<file path="src/rtl/and3_rr_arbiter.sv">
`default_nettype none
// ============================================================================
// Module      : and3_rr_arbiter (with and3_datapath)
// Description : Round-robin shares one 3-input AND datapath among NUM_REQ
//               requesters; registered, id-tagged response channel.
// Revision    : 1.0 - initial release
// ============================================================================

module and3_datapath #(
    parameter int WIDTH = 8
) (
    input  logic [WIDTH-1:0] a,
    input  logic [WIDTH-1:0] b,
    input  logic [WIDTH-1:0] c,
    output logic [WIDTH-1:0] y
);
    assign y = a & b & c;
endmodule

module and3_rr_arbiter #(
    parameter int WIDTH   = 8,
    parameter int NUM_REQ = 3,
    parameter int ID_W    = 2,
    parameter int CNT_W   = 16
) (
    input  logic                     clk,
    input  logic                     rst_n,
    input  logic [NUM_REQ-1:0]       req_valid,
    output logic [NUM_REQ-1:0]       req_ready,
    input  logic [NUM_REQ*WIDTH-1:0] req_a,
    input  logic [NUM_REQ*WIDTH-1:0] req_b,
    input  logic [NUM_REQ*WIDTH-1:0] req_c,
    output logic                     rsp_valid,
    input  logic                     rsp_ready,
    output logic [WIDTH-1:0]         rsp_data,
    output logic [ID_W-1:0]          rsp_id,
    output logic [CNT_W-1:0]         done_count
);

    typedef enum logic [0:0] {
        IDLE = 1'b0,
        RESP = 1'b1
    } state_t;

    state_t            state;
    state_t            state_next;
    logic [ID_W-1:0]   ptr;
    logic [ID_W-1:0]   win;
    logic              found;
    logic              can_accept;
    logic              accept;
    logic              rsp_hs;
    logic [WIDTH-1:0]  sel_a;
    logic [WIDTH-1:0]  sel_b;
    logic [WIDTH-1:0]  sel_c;
    logic [WIDTH-1:0]  and_y;

    // Two passes: lanes at or above ptr first, then wrap to the lower lanes.
    always_comb begin
        win   = '0;
        found = 1'b0;
        for (int i = 0; i < NUM_REQ; i++) begin
            if (!found && req_valid[i] && (ID_W'(i) >= ptr)) begin
                found = 1'b1;
                win   = ID_W'(i);
            end
        end
        for (int i = 0; i < NUM_REQ; i++) begin
            if (!found && req_valid[i]) begin
                found = 1'b1;
                win   = ID_W'(i);
            end
        end
    end

    assign rsp_valid  = (state == RESP);
    assign can_accept = rst_n && ((state == IDLE) || rsp_ready);
    assign accept     = found && can_accept;
    assign rsp_hs     = rsp_valid && rsp_ready;

    always_comb begin
        req_ready = '0;
        sel_a     = '0;
        sel_b     = '0;
        sel_c     = '0;
        for (int i = 0; i < NUM_REQ; i++) begin
            req_ready[i] = accept && (win == ID_W'(i));
            if (win == ID_W'(i)) begin
                sel_a = req_a[i*WIDTH +: WIDTH];
                sel_b = req_b[i*WIDTH +: WIDTH];
                sel_c = req_c[i*WIDTH +: WIDTH];
            end
        end
    end

    and3_datapath #(
        .WIDTH (WIDTH)
    ) u_and3 (
        .a (sel_a),
        .b (sel_b),
        .c (sel_c),
        .y (and_y)
    );

    always_comb begin
        state_next = state;
        case (state)
            IDLE:    if (accept) state_next = RESP;
            RESP:    if (rsp_hs && !accept) state_next = IDLE;
            default: state_next = IDLE;
        endcase
    end

    always_ff @(posedge clk) begin
        if (!rst_n) begin
            state      <= IDLE;
            ptr        <= '0;
            rsp_data   <= '0;
            rsp_id     <= '0;
            done_count <= '0;
        end else begin
            state <= state_next;
            if (accept) begin
                rsp_data <= and_y;
                rsp_id   <= win;
                ptr      <= (win == ID_W'(NUM_REQ - 1)) ? '0 : win + ID_W'(1);
            end
            if (rsp_hs) begin
                done_count <= done_count + CNT_W'(1);
            end
        end
    end

endmodule
`default_nettype wire

</file>
<file path="config.mk">
export PLATFORM = sky130hd
export DESIGN_NAME = and3_rr_arbiter
export DESIGN_NICKNAME = d
export VERILOG_FILES = /design/src/rtl/and3_rr_arbiter.sv
export SDC_FILE = /design/constraint.sdc
export NUM_CORES = 1
export LEC_CHECK = 0
export ABC_AREA = 0
export CAP_MARGIN = 20
export CORE_ASPECT_RATIO = 2
export CORE_UTILIZATION = 37
export DETAILED_ROUTE_END_ITERATION = 7
export PLACE_DENSITY = 0.78
export SLEW_MARGIN = 20
export SYNTH_ARGS = -nofsm -noshare
export SYNTH_HDL_FRONTEND = slang
export SYNTH_SLANG_ARGS = --single-unit
</file>
<file path="constraint.sdc">
create_clock -name clk -period 2 [get_ports clk]
set_input_delay 0.2 -clock clk [delete_from_list [all_inputs] [get_ports clk]]
set_output_delay 0.2 -clock clk [all_outputs]
set_load 0.05 [all_outputs]
</file>
# == Word-level counts from Yosys, hierarchy flattened ==
# Index checks and enable logic that the tools add are counted.
# word_totals
ff_bits,29
latch_bits,0
ramBits,0
romBits,0
input_bits,78
word_cells,62
mem_count,0
# op_classes
n_addsub,2
mul,0
div,0
order_cmp,3
eq_ne,2
shift,0
n_mux,24
bitwise_logic,3
reduce_logical,23
# ops
cell,n
$mux W8,9
$add A16 B1 Y16 const B,1
$and A8 B8 Y8,2
$logic_and A1 B1 Y1,15
$mux W2,5
$mux W1,9
$logic_not A1 Y1,6
$ge A1 B2 Y1 const A,2
$add A2 B1 Y2 const B,1
$eq A2 B1 Y1 const B,1
$eq A2 B2 Y1 const B,1
$ge A2 B2 Y1 const A,1
$logic_not A2 Y1,1
$pmux W1 S2,1
$logic_or A1 B1 Y1,1
$not A1 Y1,1

# == Logic depth before layout (Yosys ltp) ==
# Gate-level depths: netlist (run 1).
# depth
ltp_word,26
depth_mapped,6
depth_no_buf,5

# == Hierarchy ==
# A second synthesis (run 1) with hierarchy kept.
# hier_totals
cells_unflattened,256
hier_area_um2,1775.5
# by_module_without_submodules
module,instances,cells_each,area_each_um2,seq_area_each_um2
and3_rr_arbiter,1,248,1725.4,580.6
and3_datapath,1,8,50.0,0.0

# == Worst setup path after synthesis (run 1) ==
# No wires, ideal clock.
# synth_path
kind,reg2reg
start,register done_count[0]
end,register done_count[10]
setup_time_ns,0.070
t_arrival_ns,1.970
slack_ns,-0.040
stages_incl_launch_ff,6
path_cell_list,dfxtp_1 ha_1 nand3_1 or4_1 or3_1 a21oi_1
# synth_between
elab_chain_cells,1
# synth_lines
element,line,source
start: declaration,37,output logic [CNT_W-1:0] done_count
start signal: assignment,129,done_count <= done_count + CNT_W'(1);
$add A16 B1 Y16,129,
# Every way passes these cells.
# A chain may end at the register's enable or synchronous reset.

# == Worst setup path in the final report (run 1) ==
# layout_path
start,input req_valid[1]
end,output req_ready[1]
# layout_between
elab_chain_cells,18
word_cells_on_any_way,24
classes_between,eq/ne: 1; mux: 10; reduce/logical: 13
# layout_lines
element,line,source
start: declaration,28,"input logic [NUM_REQ-1:0] req_valid,"
$logic_and A1 B1 Y1 (2 in a row),63,if (!found && req_valid[i] && (ID_W'(i) >= ptr)) begin
$mux W1,63,
$logic_not A1 Y1,63,
$logic_and A1 B1 Y1 (2 in a row),63,
$mux W1,63,
$logic_not A1 Y1,69,if (!found && req_valid[i]) begin
$logic_and A1 B1 Y1,69,
$mux W1,69,
$logic_not A1 Y1,69,
$logic_and A1 B1 Y1,69,
$mux W1,69,
$logic_not A1 Y1,69,
$logic_and A1 B1 Y1,69,
$mux W2 or $mux W1 (tied branches),69,
$eq A2 B1 Y1 or $logic_and A1 B1 Y1 (tied branches),"87, 78",
$logic_and A1 B1 Y1 (*),87,req_ready[i] = accept && (win == ID_W'(i));
end: declaration,29,"output logic [NUM_REQ-1:0] req_ready,"
# Mark *: on every way between the ends. The rest lies on a longest branch, timed or not.

==> results.ini, run 1 <==
[status]
outcome = finished clean

[worst_hold_path]
worstHoldEndpoint = rsp_valid$_SDFF_PN0_
hold_path_class = input port to register
hold_start = req_valid[0]
holdPathStages = 2

[power]
p_comb_share_pct = 27.2
p_int_mw = 1.25
seqPwrFrac_pct = 35.8
vdd_drop_max_v = 0.000618
swShare_pct = 26.8
p_clk_share_pct = 37.0
power_mw = 1.71
switchingPower_mw = 0.459
power_density_nw_per_um2 = 544
p_leak_nw = 1.18

[route]
drt-wirelength-per-cell_microns = 15.2
drt-total-wl_mm = 5.97
vias_per_cell = 5.63
first_iter_violations = 61
drt_pass1_iterations = 4
drtAntennaViolNets = 0
route.detailed.drc = 0
vias = 2212

[place]
hpwl_mm = 4.84
dpl_cell_area_sq_um = 3010
io_buffers = 107
place.gp.congestion = 0.859

[clock_tree]
cts_tree = yes
root_buffer = clkbuf_8
clock_path_buffers = 2
cts.clk_slew.worst_paths_ns = 0.06
holdBufCountCts = 0
clk_latency_ns = 0.28
cts_buffers = 5
htree_levels = 2
post_cts.repair.setup_buffers = 0
cts_sinks = 29

[sta]
maxSlewHeadroom_pct = 64.5
finClkSkew_ns = 0.00886
finalSetupViolCount = 0
slew_violations = 0
rsz0062_at_grt = false
timing.hold.ws_ns = 0.355
post-route-period-util_pct = 92.9
finalHoldViolCount = 0
max_freq_ghz = 0.538
worstMarginPinSlew_ns = 0.531
tns_ns = 0
fin_crit_ns = 1.86

[die]
core_region_area_sq_um = 4550
die_w_microns = 50.5
io_pins = 108
num_rows = 35
initial_core_util_pct = 38.3
design.die.area_sq_um = 5010
die_h_microns = 99.1

[cells_and_area]
fill_cells = 393
fin_area_sq_um = 3150
syn2layout_area_growth_pct = 80.6
finalNetCount = 416
antenna_cells = 0
drive_gt1_share_pct = 12.7

[worst_setup_path]
crit_start = req_valid[1]
worstSetupPathType = input port to primary output
regToRegSetupSlack_ns = 0.28
r2r-end = done_count[15]$_SDFFE_PN0P_
startpoint_type = input port
critPathArrivalTime_ns = 1.66
cp_max_fo = 5
cp_top_family = buffers and inverters
cp.required_ns = 1.80
r2r-start = rsp_valid$_SDFF_PN0_
path_cells = clkdlybuf4s50_1 -> a21bo_2 -> a21oi_1 -> nand2_1 -> inv_1 -> buf_12
crit_buf_inv = 3
cpPeakStageDelay_ns = 0.56
worstSetupEndpointType = primary output
reg2reg_depth = 4
cp_slowest_cell = clkdlybuf4s50_1

[yosys]
async_flop_share_pct = 0
yosysSeqAreaShare_pct = 33.3
synthFlopType = dfxtp_1
ys_warn_count = 0
synth_edf_count = 0
syn_nets = 294
ys_types = 45
avgSynthCellArea_sq_um = 8.11
yosys_register_bits = 29
synth_cells = 215
synth_area_sq_um = 1740

[grt]
grt_use_total_pct = 25.4
grt.overflow.total = 0
grt_pass1_wl_mm = 9.64
first_global_vias = 2225
grt_max_degree = 19
antenna_found_initial = 0

[job]
drv_cap = 0

layer usage:
metal,track usage (%),routed length [microns],share of wire (%),vias to the layer above
li1,-,-,-,1075
met2,46.1,3410,57,79
met3,5.25,306,5.1,17
met4,16.0,201,3.4,0
met5,0,0,0,-
met1,25.0,2050,34,1041
repair_timing:
action / 4_1_cts / 5_1_grt
setup endpoints to repair: 1 / 3
gates resized for setup: 1 / 4
pin swaps: 1 / 0
kinds of logic (layout without fill, tap and decap cells):
| group | Yosys count | count (layout) | synth area share (%) |
|---|---|---|---|
| AO/OA/AOI/OAI | 73 | 73 | 31.6 |
| XOR/XNOR | 9 | 9 | 4.52 |
| adder cells (fa/ha/maj) | 1 | 1 | 0.718 |
| buffers and inverters | 21 | 144 | 4.95 |
| flip-flops | 29 | 29 | 33.3 |
| multiplexers | 1 | 1 | 0.574 |
| AND/OR/NAND/NOR | 81 | 81 | 24.3 |
synth_stat cells (2+ instances only):
| master | number | share of area [%] |
|---|---|---|
| o21ai_0 | 6 | 1.7 |
| o21a_1 | 2 | 0.86 |
| and2_1 | 2 | 0.72 |
| a21oi_1 | 13 | 3.7 |
| o211a_1 | 5 | 2.9 |
| buf_2 | 6 | 1.7 |
| nand4_1 | 6 | 2.2 |
| clkbuf_1 | 3 | 0.65 |
| o311ai_0 | 3 | 1.5 |
| xor2_1 | 5 | 2.5 |
| inv_1 | 10 | 2.2 |
| o211ai_1 | 5 | 2.2 |
| a211oi_1 | 2 | 0.86 |
| a21o_1 | 3 | 1.3 |
| or2_2 | 2 | 0.72 |
| or3_1 | 7 | 2.5 |
| nor2b_1 | 3 | 1.1 |
| nand3_1 | 14 | 4.0 |
| buf_1 | 2 | 0.43 |
| a22oi_1 | 12 | 5.2 |
| nand2_1 | 16 | 3.4 |
| a32oi_1 | 7 | 3.5 |
| dfxtp_1 | 29 | 33 |
| or4_1 | 2 | 0.86 |
| nor4_1 | 6 | 2.2 |
| nor2_1 | 11 | 2.4 |
| xnor2_1 | 4 | 2.0 |
| nor3_1 | 7 | 2.0 |
| o32ai_1 | 6 | 3.0 |
final cells by class:
class	instances	area, sq um	area share, %
multi-input cells	165	1090	34.6
flip-flops and latches	29	587	18.6
clock buffers	7	86.3	2.74
clock inverters	1	30.0	0.954
well taps	55	68.8	2.19
repair buffers	126	1250	39.7
inverters	10	37.5	1.19
metrics by stage:
stage                     std cells  util [%]  worst slack [ns]
after floorplan                 215         -            0.0103
after global placement          385      66.1            0.0574
after detailed placement        385      66.1            0.0245
after CTS                       393      68.9            0.0349
after global routing            393      69.1           0.00514
final                           393      69.1             0.143
flip-flops by register name, summed over array words and instances, names as in the netlist:
signal / count
done_count: 16
ptr: 2
rsp_data: 8
rsp_id: 2
rsp_valid: 1
power groups by stage:
stage,sequential (mW),combinational (mW),clock [mW]
after floorplan,0.671,0.145,0
after global placement,0.625,0.457,0
after detailed placement,0.625,0.463,0
after CTS,0.612,0.467,0.639
after global routing,0.616,0.497,0.663
final,0.613,0.467,0.634
layout by cell type, fill, tap and decap left out, types with 5 or more instances in the layout:
| cell type | Yosys | final |
|---|---|---|
| nand3_1 | 14 | 14 |
| o211ai_1 | 5 | 5 |
| dfxtp_1 | 29 | 24 |
| o32ai_1 | 6 | 6 |
| a21oi_1 | 13 | 13 |
| clkbuf_8 | 0 | 6 |
| a22oi_1 | 12 | 12 |
| dfxtp_2 | 0 | 5 |
| nor2_1 | 11 | 11 |
| o21ai_0 | 6 | 6 |
| nand2_1 | 16 | 16 |
| xor2_1 | 5 | 5 |
| o211a_1 | 5 | 5 |
| nor4_1 | 6 | 6 |
| buf_4 | 0 | 19 |
| a32oi_1 | 7 | 7 |
| inv_1 | 10 | 10 |
| nor3_1 | 7 | 6 |
| or3_1 | 7 | 7 |
| clkdlybuf4s50_1 | 0 | 102 |
| nand4_1 | 6 | 6 |
worst max path at each step:
| stage | to | slack [ns] | cells after the start |
|---|---|---|---|
| floorplan | done_count[11]$_SDFFE_PN0P_ | 0.01 | 5 |
| global placement | done_count[13]$_SDFFE_PN0P_ | 0.06 | 5 |
| detailed placement | rsp_data[3]$_SDFFE_PN0P_ | 0.02 | 6 |
| CTS | req_ready[1] | 0.03 | 6 |
| global route | req_ready[1] | 0.005 | 6 |
| finish | req_ready[1] | 0.14 | 6 |
Note: power is estimated with default switching activity, not from simulation.
==> inputs of run 2 (changes only) <==
--- a/config.mk
+++ b/config.mk
@@ -6,12 +6,13 @@
 export NUM_CORES = 1
 export LEC_CHECK = 0
 export ABC_AREA = 0
-export CAP_MARGIN = 20
 export CORE_ASPECT_RATIO = 2
 export CORE_UTILIZATION = 37
 export DETAILED_ROUTE_END_ITERATION = 7
+export GPL_ROUTABILITY_DRIVEN = 0
 export PLACE_DENSITY = 0.78
 export SLEW_MARGIN = 20
 export SYNTH_ARGS = -nofsm -noshare
 export SYNTH_HDL_FRONTEND = slang
 export SYNTH_SLANG_ARGS = --single-unit
+export TNS_END_PERCENT = 100
==> results of run 2 <==
The final DEF is identical to that of run 1; final timing and power are the same.
